## config.mk

```make
export PLATFORM = sky130hd
export DESIGN_NAME = reg_file_clr
export DESIGN_NICKNAME = d
export VERILOG_FILES = /design/src/rtl/reg_file_clr.sv
export SDC_FILE = /design/constraint.sdc
export NUM_CORES = 1
export LEC_CHECK = 0
export ABC_AREA = 1
export BUFFER_PORTS_ARGS = -buffer_cell sky130_fd_sc_hd__buf_2
export CORE_MARGIN = 2
export CORE_UTILIZATION = 35
export CTS_CLUSTER_SIZE = 20
export DETAILED_ROUTE_END_ITERATION = 10
export PLACE_DENSITY_LB_ADDON = 0.3
export SLEW_MARGIN = 20
export SYNTH_ARGS = -nofsm -noshare
export SYNTH_HDL_FRONTEND = slang
export SYNTH_SLANG_ARGS = --single-unit
```

## constraint.sdc

```tcl
create_clock -name clk -period 1.8 [get_ports clk]
set_clock_uncertainty 0.1 [all_clocks]
set_input_delay 0.09 -clock clk [delete_from_list [all_inputs] [get_ports clk]]
set_output_delay 0.09 -clock clk [all_outputs]
set_load 0.02 [all_outputs]
```

## src/rtl/reg_file_clr.sv

```systemverilog
// Parametrised register file with three combinational read ports, one write
// port, optional zero register / write bypass, and a one-entry-per-cycle clear sweep.
module reg_file_clr #(
  parameter int DATA_W   = 8,
  parameter int ADDR_W   = 2,
  parameter int ZERO_REG = 0,
  parameter int BYPASS   = 1
) (
  input  logic              clk,
  input  logic              rst_n,
  input  logic [ADDR_W-1:0] rd_addr1,
  input  logic [ADDR_W-1:0] rd_addr2,
  input  logic [ADDR_W-1:0] wr_addr,
  input  logic              wr_en,
  input  logic [DATA_W-1:0] wr_data,
  output logic [DATA_W-1:0] rd_data1,
  output logic [DATA_W-1:0] rd_data2,
  output logic [DATA_W-1:0] rd_data3,
  output logic              wr_ack,
  input  logic              clr_req,
  output logic              clr_busy,
  output logic              clr_done
);
  localparam int DEPTH    = 2**ADDR_W;
  localparam int NUM_RD   = 3;

  typedef enum logic [1:0] {IDLE, SWEEP, DONE} state_t;

  state_t                        state;
  logic [ADDR_W-1:0]             ptr;
  logic [DEPTH-1:0][DATA_W-1:0]  regs;
  logic                          wr_drop;
  logic                          wr_commit;
  logic [NUM_RD-1:0][ADDR_W-1:0] raddr;
  logic [NUM_RD-1:0][DATA_W-1:0] rdata;

  // rst_n gating keeps ack and bypass quiet while reset is held
  assign wr_ack    = wr_en & ~clr_busy & rst_n;
  assign wr_drop   = (ZERO_REG != 0) && (wr_addr == '0);
  assign wr_commit = wr_ack & ~wr_drop;

  always_ff @(posedge clk or negedge rst_n) begin
    if (!rst_n) begin
      regs <= '0;
    end else begin
      if (wr_commit)      regs[wr_addr] <= wr_data;
      if (state == SWEEP) regs[ptr]     <= '0;
    end
  end

  assign raddr = {wr_addr, rd_addr2, rd_addr1};

  always_comb begin
    rdata = '0;
    for (int p = 0; p < NUM_RD; p++) begin
      if ((ZERO_REG != 0) && (raddr[p] == '0))
        rdata[p] = '0;
      else if ((BYPASS != 0) && wr_commit && (raddr[p] == wr_addr))
        rdata[p] = wr_data;
      else
        rdata[p] = regs[raddr[p]];
    end
  end

  assign rd_data1 = rdata[0];
  assign rd_data2 = rdata[1];
  assign rd_data3 = rdata[2];

  always_ff @(posedge clk or negedge rst_n) begin
    if (!rst_n) begin
      state    <= IDLE;
      ptr      <= '0;
      clr_busy <= 1'b0;
      clr_done <= 1'b0;
    end else begin
      case (state)
        IDLE: begin
          clr_done <= 1'b0;
          if (clr_req) begin
            state    <= SWEEP;
            ptr      <= '0;
            clr_busy <= 1'b1;
          end
        end
        SWEEP: begin
          ptr <= ptr + ADDR_W'(1);
          if (ptr == ADDR_W'(DEPTH-1)) begin
            state    <= DONE;
            clr_busy <= 1'b0;
            clr_done <= 1'b1;
          end
        end
        DONE: begin
          state    <= IDLE;
          clr_done <= 1'b0;
        end
        default: begin
          state    <= IDLE;
          clr_busy <= 1'b0;
          clr_done <= 1'b0;
        end
      endcase
    end
  end
endmodule

```

==> summary.txt, run 1 <==
Placed design
  • Gpl congestion: 0.858
  • Dpl cell area: 3440 µm²
  • Post-DP HPWL: slightly below 7000 µm
  • Port buffer count: between 40 and 50

STA
  • Period utilization: 0.983
  • Count of final hold-check violations: 0
  • Final setup viols: 0
  • RSZ-0062 raised after global routing: yes
  • Tmin final: 1770 ps
  • WHS: 3.62 ps
  • Relative slew margins: 0.587
  • Max Fclk: 0.565 GHz
  • Final Slew Violations: 0
  • Worst-margin pin slew: 619 ps

Worst setup path
  • Worst Setup SP: clr_busy
  • Worst-path fanout max: 4
  • CP Capture Type: primary output
  • Setup crit start kind: flop
  • Arr. time, crit path: 1580 ps
  • CP required: 1610 ps
  • Reg2reg start: clr_busy
  • CP Class: flop to primary output

Layout
  • Area of the multi-input gates: 1850 µm²
  • Nets: 618
  • Share of cells above drive strength 1: 0.152
  • Ant. Diodes: 0
  • Synth-to-layout area growth: 23.2%
  • Fin area: 3760 µm²
  • Fillers: 937
  • Register area: 951 µm²

Logic synthesis
  • Synth Area in Adders: 0.0164
  • EDFF count, synth: 0
  • FF+latch count, synth: 38
  • Post-Synthesis Net Count: 565
  • Multiplexer share of the synthesized area: 0
  • Most common cell in the netlist: nand2_1
  • Syn Area/Cell: around 5.6 µm²
  • Main synth FF type: dfrtp_1
  • Synth area leader: nand2_1
  • Seq/Total Area, Yosys: 0.311
  • Ys Warns: 0
  • Mapped Cells: 543
  • Synth Area in XOR/XNOR: 0.0143
  • Mapped Area: 3050 µm²
  • Synth area leaders: nand2_1 (36%), dfrtp_1 (31%), nor2_1 (8.4%)
  • Fraction of registers with async set or reset after synthesis: 1.00
  • Post-synthesis compound-gate area fraction: 0.0111
  • Synth top area share: 0.359
  • Simple-Gate Fraction of Synth Area: 0.548
  • Largest family of logic cells by synthesized area: simple AND/OR/NAND/NOR gates
  • Netlist cell types: 21
  • Commonest cells in the netlist: nand2_1 (292), nor2_1 (68), inv_1 (51)

Power and ir drop
  • Max IR drop VDD: roughly 0.00072 V
  • Leak pwr: 2.26 nW
  • Total power: 4.92 mW
  • Power density cells: roughly 1300 nW/µm²

Die
  • Die W: 97.4 µm
  • Die height: 97.4 µm
  • Core Area: 8590 µm²
  • Io pins: 45
  • Row count: 34
  • Starting Density: 0.355
  • Die area: roughly 9500 µm²

GRT
  • Total grt overflow: 0
  • Pin count of the biggest net entering global routing: 39
  • Antenna violations before repair: 0
  • First-pass GRT wire length: between 10000 and 15000 µm
  • Total GRT Usage: 0.187
  • Number of global-route vias before repair: 3026

Clocking
  • CTS tree: yes
  • TritonCTS Sinks: 38
  • Clk pin slew, worst setup/hold paths: 70 ps
  • H-tree depth: 2
  • Worst-Skew Late Latency: 290 ps
  • Clock root cell: clkbuf_8
  • Clock Tree Buf Depth: 2
  • CTS buffer count: 5

Routing
  • Wire per inst: 12.7 µm
  • DR iter-0 viols: 172
  • Routed Antenna Nets: 0
  • DRC viols: 0
  • Pre-Repair DR Iteration Count: 4
  • Drt via density: between 4 and 5
  • Vias: 3314
  • Post-Route WL: between 8000 and 9000 µm

Flow run
  • Max-Cap Viols: 0

Min path
  • Worst Hold Launch: clr_req
  • Hold Path Class: input port to flop

Run status
  • Status: finished clean
worst paths after layout:
kind	end	slack, ps	depth (start not counted)
hold reg to reg	clr_done	420	2
max in group asynchronous	regs[29]	900	3
min in group asynchronous	regs[20]	370	3
hold / removal	state[0]	4	3
setup / recovery	rd_data3[2]	30	8
setup reg to reg	regs[0]	250	9
cells by family (layout without fill, tap and decap cells):
family,Yosys count,count (layout)
fa+ha+maj,4,4
compound gates,6,6
buf+inv,74,128
flops,38,38
xor+xnor,2,2
simple gates,419,419
critical path, stage by stage (launching register included):
cell     delay [ps]
dfrtp_1         390
inv_2            80
nand3_4         110
buf_8           160
buf_4           130
buf_4           140
nand2_1          70
nand2_1          50
buf_2           150
layout make-up:
cell class,count,area share
timing repair buffer,65,0.127
tap,108,0.0359
clock inverter,2,0.0160
multi-input combinational,431,0.491
sequential,38,0.253
clock buffer,6,0.0219
inverter,55,0.0559
metal layers:
metal / up-vias / track usage / share of wire
met5: - / 0 / 0
met2: 85 / 0.302 / 0.45
met4: 0 / 0.0385 / 0.0073
li1: 1729 / - / -
met3: 6 / 0.0223 / 0.047
met1: 1494 / 0.271 / 0.49
through the flow:
stage,instances,worst slack [ps],util,TNS (ps)
after floorplan,543,160,-,0
after global placement,693,265,0.401,0
after detailed placement,693,224,0.401,0
after CTS,702,0.526,0.423,0
after global routing,705,-18.0,0.438,-62.2
final,705,31.2,0.438,0
power breakdown:
part,switching (mW),total [mW],internal (mW)
Combinational,1.50,2.45,0.947
Sequential,0.369,1.58,1.21
Clock,0.299,0.890,0.591
timing repair:
action,in CTS,in global routing
endpoints found under the hold margin,38,0
endpoints found under the setup margin,16,22
pin swaps,1,6
buffers inserted,0,3
hold buffers,1,0
resized for setup,12,31
state kept, by name, indices dropped and copies added (netlist names):
register  count
clr_done      1
state         2
clr_busy      1
regs         32
ptr           2
cell usage in the layout (no fill, tap or decap):
master / instances
nor2_2: 3
nand2_1: 291
dlygate4sd3_1: 1
buf_8: 1
nor2_4: 3
bufinv_16: 2
inv_2: 3
nand3_2: 1
buf_6: 11
nand3_1: 48
dfrtp_1: 38
clkinv_1: 2
buf_4: 27
o21ai_0: 5
nor2_1: 66
buf_2: 25
nand3_4: 3
clkbuf_8: 6
a22o_1: 1
inv_1: 49
nand2_2: 3
xnor2_2: 1
clkinvlp_4: 1
ha_1: 4
xnor2_4: 1
nor3_1: 1
Note: power is estimated with default switching activity, not from simulation.
==> inputs of run 2 (changes only) <==
==> constraint.sdc (replaced) <==
create_clock -name clk -period 1.6 [get_ports clk]
set_clock_uncertainty 0.1 [all_clocks]
set_input_delay 0.08 -clock clk [delete_from_list [all_inputs] [get_ports clk]]
set_output_delay 0.08 -clock clk [all_outputs]
set_load 0.02 [all_outputs]
==> summary.txt, run 2 (synthesis gave the netlist of run 1 again) <==
Run status
  • Status: complete, but fails checks
  • Failing checks: setup timing

Routing
  • Drt via density: 4.70 (about the same)
  • Wire per inst: 12.9 µm (+1.8%)
  • DRC viols: 0 (unchanged)
  • Vias: 3336 (+0.66%)
  • Pre-Repair DR Iteration Count: 4 (unchanged)
  • DR iter-0 viols: 201 (+17%)
  • Post-Route WL: 9160 µm (+2.5%)
  • Routed Antenna Nets: 0 (unchanged)

Die
  • Die W: 97.4 µm (unchanged)
  • Die height: 97.4 µm (unchanged)
  • Row count: 34 (unchanged)
  • Die area: 9490 µm² (unchanged)
  • Core Area: 8590 µm² (unchanged)
  • Io pins: 45 (unchanged)
  • Starting Density: 0.355 (unchanged)

Clocking
  • Clock Tree Buf Depth: 2 (unchanged)
  • CTS buffer count: 5 (unchanged)
  • H-tree depth: 2 (unchanged)
  • CTS tree: yes
  • TritonCTS Sinks: 38 (unchanged)
  • Clock root cell: clkbuf_8
  • Clk pin slew, worst setup/hold paths: 70 ps (about the same)
  • Worst-Skew Late Latency: 290 ps (about the same)

GRT
  • Number of global-route vias before repair: 3248 (+7.3%)
  • Antenna violations before repair: 0 (unchanged)
  • First-pass GRT wire length: 15600 µm (+5.8%)
  • Pin count of the biggest net entering global routing: 39 (unchanged)
  • Total GRT Usage: 0.198 (+0.0109)
  • Total grt overflow: 0 (unchanged)

STA
  • Worst-margin pin slew: 499 ps (-120 ps)
  • Max Fclk: 0.596 GHz
  • Final Slew Violations: 0 (unchanged)
  • Relative slew margins: 0.667 (+0.0799)
  • Final WS setup: -76.9 ps (-108 ps)
  • WHS: 62.1 ps (+58.5 ps)
  • RSZ-0062 raised after global routing: yes
  • Final setup viols: 20 (+20)
  • Tmin final: 1680 ps
  • Count of final hold-check violations: 0 (unchanged)
  • Period utilization: 1.05

Power and ir drop
  • Power density cells: 1360 nW/µm² (+3.6%)
  • Leak pwr: 2.29 nW (+1.4%)
  • Max IR drop VDD: 0.000849 V (+17%)
  • Total power: 5.39 mW (+9.6%)

Placed design
  • Gpl congestion: 0.900 (+4.9%)
  • Post-DP HPWL: 6960 µm (+1.3%)
  • Port buffer count: 44 (unchanged)

Layout
  • Synth-to-layout area growth: 30.3%
  • Share of cells above drive strength 1: 0.218 (+0.0652)
  • Nets: 623 (+0.81%)
  • Largest registers: regs: 32 flops, ptr: 2 flops, state: 2 flops
  • Ant. Diodes: 0 (unchanged)
  • Commonest non-fill, non-tap cell in the layout: nand2_1
  • Most frequent cells in the layout: nand2_1 (269), nor2_1 (66), inv_1 (49)
  • Most flops, register: regs
  • Fillers: 926 (-1.2%)
  • Largest register FFs: 32 (unchanged)

Worst setup path
  • CP cell instances: inv_2 -> nand3_4 -> buf_8 -> nor2_4 -> buf_8 -> nand3_2 -> nand2_2 -> buf_6
  • Arr. time, crit path: 1500 ps (-80 ps)
  • CP Capture Type: primary output
  • Crit path buf inv count: 4 (-1)
  • CP Class: flop to primary output
  • CP delay by family, top: buffers and inverters
  • Setup crit start kind: flop
  • Master of the slowest instance on the critical path: dfrtp_1
  • CP required: 1420 ps (-190 ps)
  • Worst path max stage delay: 380 ps (about the same)
  • Worst-path fanout max: 8 (+4)
  • Top cell by count, worst path: buf_8

Min path
  • Hold Path Class: input port to flop

Flow run
  • Max-Cap Viols: 0 (unchanged)
[run 2: changes by cell type in the layout (fill, tap and decap cells not counted), moves of 12 or more]
cell	change
buf_6	+12
nand3_1	-15
nand2_2	+22
nand3_2	+14
buf_4	-12
nand2_1	-22
[run 2: metal layers]
metal	routed length (µm)	vias up	GRT usage
met1	4300	1507	0.279
met3	446	12	0.0180
met4	105	0	0.0449
li1	-	1737	-
met2	4310	80	0.332
met5	0	-	0
[run 2: repair_timing]
action                                  CTS  global route
hold endpoints to repair                 39             0
pin swaps                                18             3
setup buffers                             2             2
resized for setup                        82            18
hold buffers                              2             0
gates cloned                              0             1
endpoints found under the setup margin   24            50
[run 2: worst paths after layout]
path,start,endpoint,slack [ps],depth (start not counted)
worst max-delay path,clr_busy,rd_data2[4],-80,8
worst min-delay path,wr_data[7],regs[7],60,3
worst max register to register,clr_busy,regs[26],70,9
worst min register to register,clr_done,clr_done,420,2
max in group asynchronous,rst_n,regs[29],740,3
min in group asynchronous,rst_n,regs[27],330,3
[run 2: through the flow]
step,setup slack [ps],cells,util,cell area (µm²),setup TNS (ps)
floorplan,34.7,543,-,3060,0
global placement,142,695,0.402,3460,0
detailed placement,131,695,0.402,3460,0
CTS,-55.8,707,0.450,3870,-854
global route,-161,710,0.463,3980,-3220
finish,-76.9,710,0.463,3980,-886
[run 2: layout make-up]
cell class	instances	area, µm²	area share
Tap cell	108	135	0.0340
Inverter	55	209	0.0525
Multi-Input combinational cell	431	2000	0.502
Sequential cell	38	951	0.239
Clock buffer	7	86.3	0.0217
Clock inverter	1	5.00	0.00126
Timing Repair Buffer	70	594	0.149
[run 2: tightest hold or removal path: stages]
cell and delay, ps:
buf_2 170, nor3_1 70, nor2_1 90
[run 2: report_power, final]
group          leakage, nW  switching, mW  internal [mW]
clock network       0.0482          0.329          0.347
registers            0.502          0.410           1.36
logic                 1.74           1.77           1.18
total                 2.29           2.51           2.89
==> inputs of run 3 (changes only) <==
--- a/config.mk
+++ b/config.mk
@@ -12,6 +12,7 @@
 export CTS_CLUSTER_SIZE = 20
 export DETAILED_ROUTE_END_ITERATION = 10
 export PLACE_DENSITY_LB_ADDON = 0.3
+export REMOVE_ABC_BUFFERS = 1
 export SLEW_MARGIN = 20
 export SYNTH_ARGS = -nofsm -noshare
 export SYNTH_HDL_FRONTEND = slang
==> constraint.sdc (replaced) <==
create_clock -name clk -period 1.6 [get_ports clk]
set_clock_uncertainty 0.1 [all_clocks]
set_input_delay 0.24 -clock clk [delete_from_list [all_inputs] [get_ports clk]]
set_output_delay 0.24 -clock clk [all_outputs]
set_load 0.02 [all_outputs]
==> summary.txt, run 3 (synthesis gave the netlist of run 1 again) <==
Die
  • Core Area: 8590 µm² (unchanged)
  • Row count: 34 (unchanged)
  • Die height: 97.4 µm (unchanged)
  • Io pins: 45 (unchanged)
  • Die area: 9490 µm² (unchanged)
  • Die W: 97.4 µm (unchanged)
  • Starting Density: 0.355 (unchanged)

Power and ir drop
  • Comb pwr share: 0.547 (about the same)
  • Net switching power: 2.58 mW (+2.8%)
  • Max IR drop VDD: 0.000489 V (-42%)
  • Power density cells: 1400 nW/µm² (+3.0%)
  • Sequential power share: 0.300 (-0.029)
  • Internal power: 3.11 mW (+7.6%)
  • Clk network pwr share: 0.153 (+0.028)
  • Switching fraction of total power: 0.453 (-0.0115)
  • Leak pwr: 2.42 nW (+5.4%)

STA
  • RSZ-0062 raised after global routing: yes
  • Max Fclk: 0.518 GHz (-13%)
  • Final setup viols: 51 (+160%)
  • Tmin final: 1930 ps (+254 ps)
  • Count of final hold-check violations: 0 (unchanged)
  • Worst-margin pin slew: 544 ps (+44.4 ps)
  • Period utilization: 1.21 (+0.159)
  • Final WS setup: -331 ps (-254 ps)
  • Final Slew Violations: 0 (unchanged)
  • Relative slew margins: 0.637 (-0.0297)

Min path
  • Hold Path Class: input port to asynchronous set/reset pin

Routing
  • DR iter-0 viols: 208 (+3.5%)
  • DRC viols: 0 (unchanged)
  • Post-Route WL: 10800 µm (+18%)
  • Drt via density: 4.90 (+4.3%)
  • Vias: 3593 (+7.7%)
  • Routed Antenna Nets: 0 (unchanged)
  • Pre-Repair DR Iteration Count: 7 (+3)
  • Wire per inst: 14.7 µm (+14%)

Layout
  • Largest registers: regs: 32 flops, ptr: 2 flops, state: 2 flops
  • Most flops, register: regs
  • Ant. Diodes: 0 (unchanged)
  • Nets: 647 (+3.9%)
  • Most frequent cells in the layout: nand2_1 (272), nor2_1 (66), inv_1 (49), nand3_1 (49), buf_4 (44)
  • Share of cells above drive strength 1: 0.221 (+0.00319)
  • Fillers: 905 (-2.3%)
  • Area of the multi-input gates: 1900 µm² (-4.8%)
  • Synth-to-layout area growth: 33.3%
  • Largest register FFs: 32 (unchanged)
  • Commonest non-fill, non-tap cell in the layout: nand2_1
  • Final Util: 0.474 (+0.0106)
  • Register area: 951 µm² (unchanged)

GRT
  • First-pass GRT wire length: 17100 µm (+9.8%)
  • Pin count of the biggest net entering global routing: 39 (unchanged)
  • GR Util met1: 0.306 (+0.0277)
  • Total GRT Usage: 0.229 (+0.0311)
  • Grt peak-use layer: met2
  • Met3 Track Usage GR: 0.0410 (+0.0230)
  • Number of global-route vias before repair: 3362 (+3.5%)
  • Met2 Usage GRT: 0.373 (+0.0408)
  • Total grt overflow: 0 (unchanged)
  • Antenna violations before repair: 0 (unchanged)

Clocking
  • TritonCTS Sinks: 38 (unchanged)
  • H-tree depth: 2 (unchanged)
  • Clock root cell: clkbuf_8
  • Worst-Skew Late Latency: 300 ps (about the same)
  • CTS buffer count: 5 (unchanged)
  • CTS tree: yes
  • Clock Tree Buf Depth: 2 (unchanged)
  • Hold_buf cts: 0 (-2)
  • Clk pin slew, worst setup/hold paths: 80 ps (about the same)

Worst setup path
  • CP required: 1260 ps (-160 ps)
  • CP Capture Type: primary output
  • Reg2Reg Depth: 9 (unchanged)
  • Setup crit start kind: flop
  • Reg2reg start: clr_busy
  • CP Class: flop to primary output
  • Worst R2R End: regs[23]
  • R2R setup slack: -50 ps (-120 ps)
  • Worst-path fanout max: 5 (-3)
  • Arr. time, crit path: 1590 ps (+90 ps)

Placed design
  • Pre-CTS setup slack: -136 ps (-268 ps)
  • Gpl congestion: 0.958 (+6.4%)
  • Post-DP HPWL: 7870 µm (+13%)
  • Port buffer count: 44 (unchanged)

Flow run
  • Max-Cap Viols: 0 (unchanged)

Run status
  • Status: complete, but fails checks
  • Failing checks: setup timing
run 3: power by group through the flow:
stage	logic, mW	clock network (mW)	registers [mW]
floorplan	1.84	0	1.64
global placement	2.76	0	1.70
detailed placement	2.82	0	1.72
CTS	2.98	0.878	1.70
global route	3.48	0.920	1.77
finish	3.11	0.871	1.70
run 3: worst max-delay path, cell delays in order, from the launching register on:
cell and delay [ps]:
dfrtp_1 410, inv_2 90, nand3_4 150, inv_4 140
nand3_4 90, buf_6 160, nand2_2 80, nand2_2 50
buf_6 120
run 3: worst max path at each step:
| stage | start | endpoint | cells past startpoint |
|---|---|---|---|
| floorplan | clr_busy | rd_data1[0] | 6 |
| global placement | clr_busy | rd_data2[3] | 7 |
| detailed placement | clr_busy | rd_data1[0] | 8 |
| CTS | clr_busy | rd_data1[3] | 7 |
| global route | clr_busy | rd_data1[0] | 8 |
| finish | clr_busy | rd_data1[0] | 8 |
run 3: metrics by stage:
stage	std cells	area, µm²	power, mW	TNS (ps)	hold WS, ps
finish	733	4070	5.68	-7710	11.1
floorplan	524	2960	3.48	-8490	-156
global placement	723	3720	4.47	-1540	330
detailed placement	723	3720	4.54	-1830	326
global route	733	4070	6.17	-10970	34.1
CTS	733	3940	5.56	-5580	31.4
run 3: cell type report:
cell class | instances | area share
Multi-Input combinational cell | 431 | 0.468
Sequential cell | 38 | 0.234
Timing Repair Buffer | 94 | 0.187
Inverter | 55 | 0.0513
Tap cell | 108 | 0.0332
Clock buffer | 6 | 0.0203
Clock inverter | 1 | 0.00738
run 3: per-layer routing:
metal / wire [µm] / up-vias
met5: 0 / -
met4: 209 / 0
met3: 874 / 17
met2: 5050 / 164
met1: 4640 / 1622
li1: - / 1790
run 3: timing repair:
action / CTS / global route
pin swaps: 1 / 7
resized for setup: 29 / 40
endpoints found under the setup margin: 32 / 56
setup buffers: 4 / 0
